File: src/rtl/scan_arb_pkg.sv
// scan_arb_pkg: shared types and constants for the scan-port arbiter.
// Holds the sequencer state type, the scan-port widths and the
// all-zero read-data value returned on writes and timeouts.
package scan_arb_pkg;

    localparam int SCAN_ADDR_W = 12;
    localparam int SCAN_DATA_W = 32;

    typedef enum logic [1:0] {
        IDLE,
        ISSUE,
        WAIT,
        RESP
    } arb_state_e;

    localparam logic [SCAN_DATA_W-1:0] rd_zero = '0;

endpackage

File: src/rtl/scan_arb_rr2.sv
// scan_arb_rr2: combinational two-way round-robin pick.
// Given the active requester vector and the previous winner, returns a
// one-hot grant. On contention the requester that did not win last time
// is chosen; a lone requester always wins; no request gives no grant.
module scan_arb_rr2 (
    input  logic [1:0] active,
    input  logic       last,
    output logic [1:0] grant
);

    // Pick the winner from the active set, favouring the non-last requester.
    always_comb begin
        grant = 2'b00;
        case (active)
            2'b01:   grant = 2'b01;
            2'b10:   grant = 2'b10;
            2'b11:   grant = last ? 2'b01 : 2'b10;
            default: grant = 2'b00;
        endcase
    end

endmodule

File: src/rtl/scan_if_arbiter.sv
// scan_if_arbiter: shares the single scan-side access port between two
// requesters. Each accepted request becomes a one-cycle m_ren/m_wen pulse,
// and completion returns a one-cycle rq_ack (with read data) to the winner.
// All outputs are registered.
// Optional feature: define SCAN_ARB_TIMEOUT_EN to force completion with
// rq_err after TIMEOUT_CYCLES WAIT cycles without m_ready. Without it WAIT
// holds indefinitely and rq_err is tied low.
module scan_if_arbiter
    import scan_arb_pkg::*;
#(
    parameter int unsigned TIMEOUT_CYCLES = 255
) (
    input  logic                        clk,
    input  logic                        rst_n,
    input  logic [1:0]                  rq_ren,
    input  logic [1:0]                  rq_wen,
    input  logic [1:0][SCAN_ADDR_W-1:0] rq_addr,
    input  logic [1:0][SCAN_DATA_W-1:0] rq_wdata,
    output logic [SCAN_DATA_W-1:0]      rq_rdata,
    output logic [1:0]                  rq_ack,
    output logic [1:0]                  rq_err,
    output logic                        m_ren,
    output logic                        m_wen,
    output logic [SCAN_ADDR_W-1:0]      m_addr,
    output logic [SCAN_DATA_W-1:0]      m_wdata,
    input  logic [SCAN_DATA_W-1:0]      m_rdata,
    input  logic                        m_ready
);

    if (TIMEOUT_CYCLES == 0 || TIMEOUT_CYCLES > 65535) begin : g_bad_timeout
        $error("scan_if_arbiter: TIMEOUT_CYCLES must be within 1..65535");
    end

    arb_state_e             state, state_n;
    logic                   last, last_n;
    logic                   win, win_n;
    logic                   op_wr, op_wr_n;
    logic [SCAN_ADDR_W-1:0] addr_n;
    logic [SCAN_DATA_W-1:0] wdata_n;
    logic [SCAN_DATA_W-1:0] rdata_n;
    logic                   ren_n, wen_n;
    logic [1:0]             ack_n;
    logic [1:0]             active;
    logic [1:0]             grant;
    logic                   gidx;
    logic [1:0]             win_onehot;

`ifdef SCAN_ARB_TIMEOUT_EN
    localparam logic [15:0] TO_LAST = 16'(TIMEOUT_CYCLES - 1);
    logic [15:0] cnt, cnt_n;
    logic [1:0]  err_n;
`endif

    assign active     = rq_ren | rq_wen;
    assign gidx       = grant[1];
    assign win_onehot = win ? 2'b10 : 2'b01;

    scan_arb_rr2 u_rr2 (
        .active (active),
        .last   (last),
        .grant  (grant)
    );

    // Next-state and next-output decode; outputs are registered below so
    // nothing combinational reaches rq_ack from m_ready.
    always_comb begin
        state_n = state;
        last_n  = last;
        win_n   = win;
        op_wr_n = op_wr;
        addr_n  = m_addr;
        wdata_n = m_wdata;
        ren_n   = 1'b0;
        wen_n   = 1'b0;
        ack_n   = '0;
        rdata_n = rd_zero;
`ifdef SCAN_ARB_TIMEOUT_EN
        err_n   = '0;
        cnt_n   = cnt;
`endif
        case (state)
            IDLE: begin
                if (|active) begin
                    state_n = ISSUE;
                    win_n   = gidx;
                    last_n  = gidx;
                    op_wr_n = rq_wen[gidx];
                    addr_n  = rq_addr[gidx];
                    wdata_n = rq_wdata[gidx];
                    ren_n   = ~rq_wen[gidx];
                    wen_n   = rq_wen[gidx];
`ifdef SCAN_ARB_TIMEOUT_EN
                    cnt_n   = '0;
`endif
                end
            end
            ISSUE, WAIT: begin
                if (m_ready) begin
                    state_n = RESP;
                    ack_n   = win_onehot;
                    rdata_n = op_wr ? rd_zero : m_rdata;
                end
`ifdef SCAN_ARB_TIMEOUT_EN
                else if (state == WAIT && cnt == TO_LAST) begin
                    state_n = RESP;
                    ack_n   = win_onehot;
                    err_n   = win_onehot;
                end else begin
                    state_n = WAIT;
                    if (state == WAIT) begin
                        cnt_n = cnt + 16'd1;
                    end
                end
`else
                else begin
                    state_n = WAIT;
                end
`endif
            end
            RESP: begin
                state_n = IDLE;
            end
            default: begin
                state_n = IDLE;
            end
        endcase
    end

    // State, latched transaction and registered outputs; reset aborts any
    // transaction in flight without an acknowledge.
    always_ff @(posedge clk) begin
        if (!rst_n) begin
            state    <= IDLE;
            last     <= 1'b1;
            win      <= 1'b0;
            op_wr    <= 1'b0;
            m_addr   <= '0;
            m_wdata  <= '0;
            m_ren    <= 1'b0;
            m_wen    <= 1'b0;
            rq_ack   <= '0;
            rq_rdata <= '0;
        end else begin
            state    <= state_n;
            last     <= last_n;
            win      <= win_n;
            op_wr    <= op_wr_n;
            m_addr   <= addr_n;
            m_wdata  <= wdata_n;
            m_ren    <= ren_n;
            m_wen    <= wen_n;
            rq_ack   <= ack_n;
            rq_rdata <= rdata_n;
        end
    end

`ifdef SCAN_ARB_TIMEOUT_EN
    // WAIT-cycle counter and registered timeout flag.
    always_ff @(posedge clk) begin
        if (!rst_n) begin
            cnt    <= '0;
            rq_err <= '0;
        end else begin
            cnt    <= cnt_n;
            rq_err <= err_n;
        end
    end
`else
    assign rq_err = '0;
`endif

endmodule
File: config.mk
export PLATFORM = sky130hd
export DESIGN_NAME = scan_if_arbiter
export DESIGN_NICKNAME = d
export VERILOG_FILES = /design/src/rtl/scan_arb_pkg.sv /design/src/rtl/scan_arb_rr2.sv /design/src/rtl/scan_if_arbiter.sv
export SDC_FILE = /design/constraint.sdc
export NUM_CORES = 1
export LEC_CHECK = 0
export ABC_AREA = 0
export ABC_CLOCK_PERIOD_IN_PS = 1900
export CAP_MARGIN = 20
export CELL_PAD_IN_SITES_DETAIL_PLACEMENT = 1
export CELL_PAD_IN_SITES_GLOBAL_PLACEMENT = 1
export CORE_ASPECT_RATIO = 0.9
export CORE_MARGIN = 4
export CORE_UTILIZATION = 25
export DETAILED_ROUTE_END_ITERATION = 8
export PLACE_DENSITY_LB_ADDON = 0.12
export SLEW_MARGIN = 20
export SYNTH_ARGS = -nofsm -noshare
export SYNTH_HDL_FRONTEND = slang
export SYNTH_SLANG_ARGS = --single-unit
File: constraint.sdc
create_clock -name clk -period 1.9 [get_ports clk]
set_input_delay 0.57 -clock clk [delete_from_list [all_inputs] [get_ports clk]]
set_output_delay 0.57 -clock clk [all_outputs]
set_load 0.005 [all_outputs]
==> flow_metrics.py <==
metrics = {
    "outcome": {
        "status": "completed",
    },
    "clocking": {
        "cts_root_buf": "clkbuf_16",
        "clkTransAtPathRegs_ns": 0.06,
        "clk_latency_ns": 0.34,
        "cts_buffers": 9,
        "clockBufferDepth": 2,
        "tritoncts": "done",
        "ctsHtreeMaxLevel": 3,
        "cts_sinks": 85,
    },
    "run": {
        "maxCapViolations": 0,
    },
    "sta": {
        "setup-tns-final_ns": 0,
        "fmax_mhz": 543.8,
        "clock_skew_ns": 0.004246,
        "post-route-min-period_ns": 1.839,
        "hold_viol": 0,
        "setup_slack_ns": 0.06095,
        "period_share": 0.9679,
        "slew_violations": 0,
        "setup_viol": 0,
    },
    "global_route": {
        "grt_pass1_vias": 3863,
        "grtUsageTotal": 0.1812,
        "antenna_found_initial": 0,
        "grt_pass1_wl_um": 21610,
        "grt_max_degree": 34,
        "grt_remaining_overflow": 0,
    },
    "setup_path": {
        "worstSetupEndpointType": "register",
        "crit_start": "rq_ren[0]",
        "crit_arrival_ns": 2.10,
        "r2r_start": "state[0]",
        "rr_endpoint": "rq_rdata[5]",
        "crit_required_ns": 2.16,
        "cp_slowest_cell": "clkdlybuf4s50_1",
        "crit_fanout": 20,
        "reg2reg_slack_ns": 0.35,
        "crit_path_end": "m_addr[4]",
        "max_stage_delay_ns": 0.55,
        "ff2ff_path_depth": 6,
        "crit_type": "input pin to register",
        "worstSetupStartpointType": "input pin",
        "path_cells": "clkdlybuf4s50_1 -> buf_4 -> o21ai_4 -> buf_12 -> a31oi_1 -> a21oi_1",
    },
    "power": {
        "p_per_area_mw_per_mm2": 1401,
        "combPwrFrac": 0.448,
        "ir_worst_vdd_uv": 531.1,
        "pwr-share-seq": 0.311,
        "netSwitchingFraction": 0.3293,
        "switching_power_mw": 2.811,
        "power.leakage_nw": 2.293,
        "internal_power_mw": 5.725,
        "clkPwrFrac": 0.240,
    },
    "route": {
        "drc_errors": 0,
        "viasPerCell": 4.817,
        "drt_iter0_markers": 121,
        "antenna_left": 0,
        "drt-total-wl_um": 14060,
        "post_drt_wl_per_cell_um": 18.92,
        "drt_first_pass_iters": 4,
        "dr_total_vias": 3579,
    },
    "synth": {
        "yosysSeqAreaShare": 0.5117,
        "synth_cell_types": 31,
        "synth_seq_cells": 85,
        "yosys_warnings": 0,
        "syn_area_per_cell_sq_um": 9.062,
        "syn-cell-area_sq_mm": 0.003326,
        "synth_cells": 367,
    },
    "floorplan": {
        "design.die.area_sq_mm": 0.01521,
        "row_count": 39,
        "core_sq_mm": 0.01283,
        "ios": 209,
        "die_h_um": 117.4,
        "start_util": 0.2591,
        "fp.dieW_um": 129.6,
    },
    "cells_and_area": {
        "fillerInstances": 1478,
        "diodes": 0,
        "drive_gt1_frac": 0.08463,
        "final_common_cell": "clkdlybuf4s50_1",
        "ff_latch_area_sq_mm": 0.001702,
        "multiInputGateArea_sq_mm": 0.001413,
        "area_growth_pct": 83.26,
        "layout_common_cells": "203 x clkdlybuf4s50_1, 85 x dfxtp_1, 51 x o21ai_1, 46 x a21oi_1, 44 x a31oi_1",
        "nets": 703,
    },
    "place": {
        "dp_slack_ns": -0.3026,
        "port_buffers": 206,
        "place_hpwl_um": 9954,
        "place_congestion": 0.7659,
    },
    "min_path": {
        "hold_path_class": "register to register",
    },
}
-- how the worst min path moves through the flow --
stage / from / to / slack [ns] / cells past startpoint
2_1_floorplan: win / rq_ack[0] / 0.41 / 1
3_3_place_gp: win / rq_ack[0] / 0.43 / 1
3_5_place_dp: win / rq_ack[1] / 0.44 / 2
4_1_cts: win / rq_ack[0] / 0.45 / 1
5_1_grt: win / rq_ack[1] / 0.47 / 2
6_report: win / rq_ack[0] / 0.45 / 1
-- area by class of cell --
type | count | area share
Sequential cell | 85 | 0.2792
Inverter | 4 | 0.002464
Clock buffer | 9 | 0.03695
Timing Repair Buffer | 232 | 0.3958
Multi-Input combinational cell | 242 | 0.2318
Clock inverter | 7 | 0.02012
Tap cell | 164 | 0.03367
-- cell usage after synthesis (all sizes together) --
library cell	number	area (sq um)
nand3	4	20.02
conb	1	3.750
or2	1	6.260
o21ba	1	10.01
buf	22	167.7
and2	32	200.2
nor2	5	18.77
nor4	1	12.51
and3	1	6.260
a221oi	1	8.760
o31ai	1	7.510
o41a	1	21.27
a311oi	1	8.760
and3b	1	8.760
dfxtp	85	1702
o21ai	89	449.2
clkbuf	15	56.30
nand2	3	11.26
o41ai	1	27.53
a21oi	46	230.2
nand2b	1	6.260
a31oi	44	275.3
inv	4	15.01
o21a	2	15.01
ha	2	25.02
nor3	1	5.000
a21boi	1	7.510
-- metal layers --
layer | wire, um | GRT usage
met1 | 5663 | 0.2123
met2 | 7224 | 0.3102
met3 | 761 | 0.04955
met4 | 410 | 0.07078
met5 | 0 | 0
-- power groups by stage --
stage	Sequential (mW)	Combinational (mW)	Clock (mW)
detailed placement	2.69	3.77	0
global placement	2.67	3.68	0
CTS	2.66	3.81	2.13
global route	2.74	4.16	2.20
floorplan	2.70	1.75	0
finish	2.66	3.83	2.05
-- registers in the layout, summed over array words and instances (netlist names) --
name	cells
m_ren	1
win	1
m_wdata	32
rq_ack	2
rq_rdata	32
last	1
m_addr	12
state	2
op_wr	1
m_wen	1
-- through the flow --
stage / instances / util / power (mW) / hold slack (ns) / cell area (sq um)
after floorplan: 368 / - / 4.457 / 0.4134 / 3329
after global placement: 725 / 0.4418 / 6.348 / 0.4304 / 5670
after detailed placement: 725 / 0.4418 / 6.467 / 0.4444 / 5670
after CTS: 741 / 0.4689 / 8.602 / 0.4534 / 6018
after global routing: 743 / 0.4749 / 9.089 / 0.4672 / 6095
final: 743 / 0.4749 / 8.536 / 0.4452 / 6095
-- kinds of logic after synthesis --
group	after synthesis	share of synthesized area
AOI/OAI and AO/OA	188	0.3190
buffers and inverters	41	0.07186
and+or+nand+nor	50	0.08879
DFF	85	0.5117
adders and majority gates	2	0.007523
other	1	0.001128
-- what timing repair did --
action,in CTS,in global routing
setup buffers,0,0
setup endpoints to repair,0,9
gates resized for setup,0,6
hold buffers,0,0
-- critical path, delay by kind of cell --
family	cells	cell delay [ns]
AO/OA/AOI/OAI	3	0.55
buffers and inverters	3	0.96
Note: power is estimated with default switching activity, not from simulation.
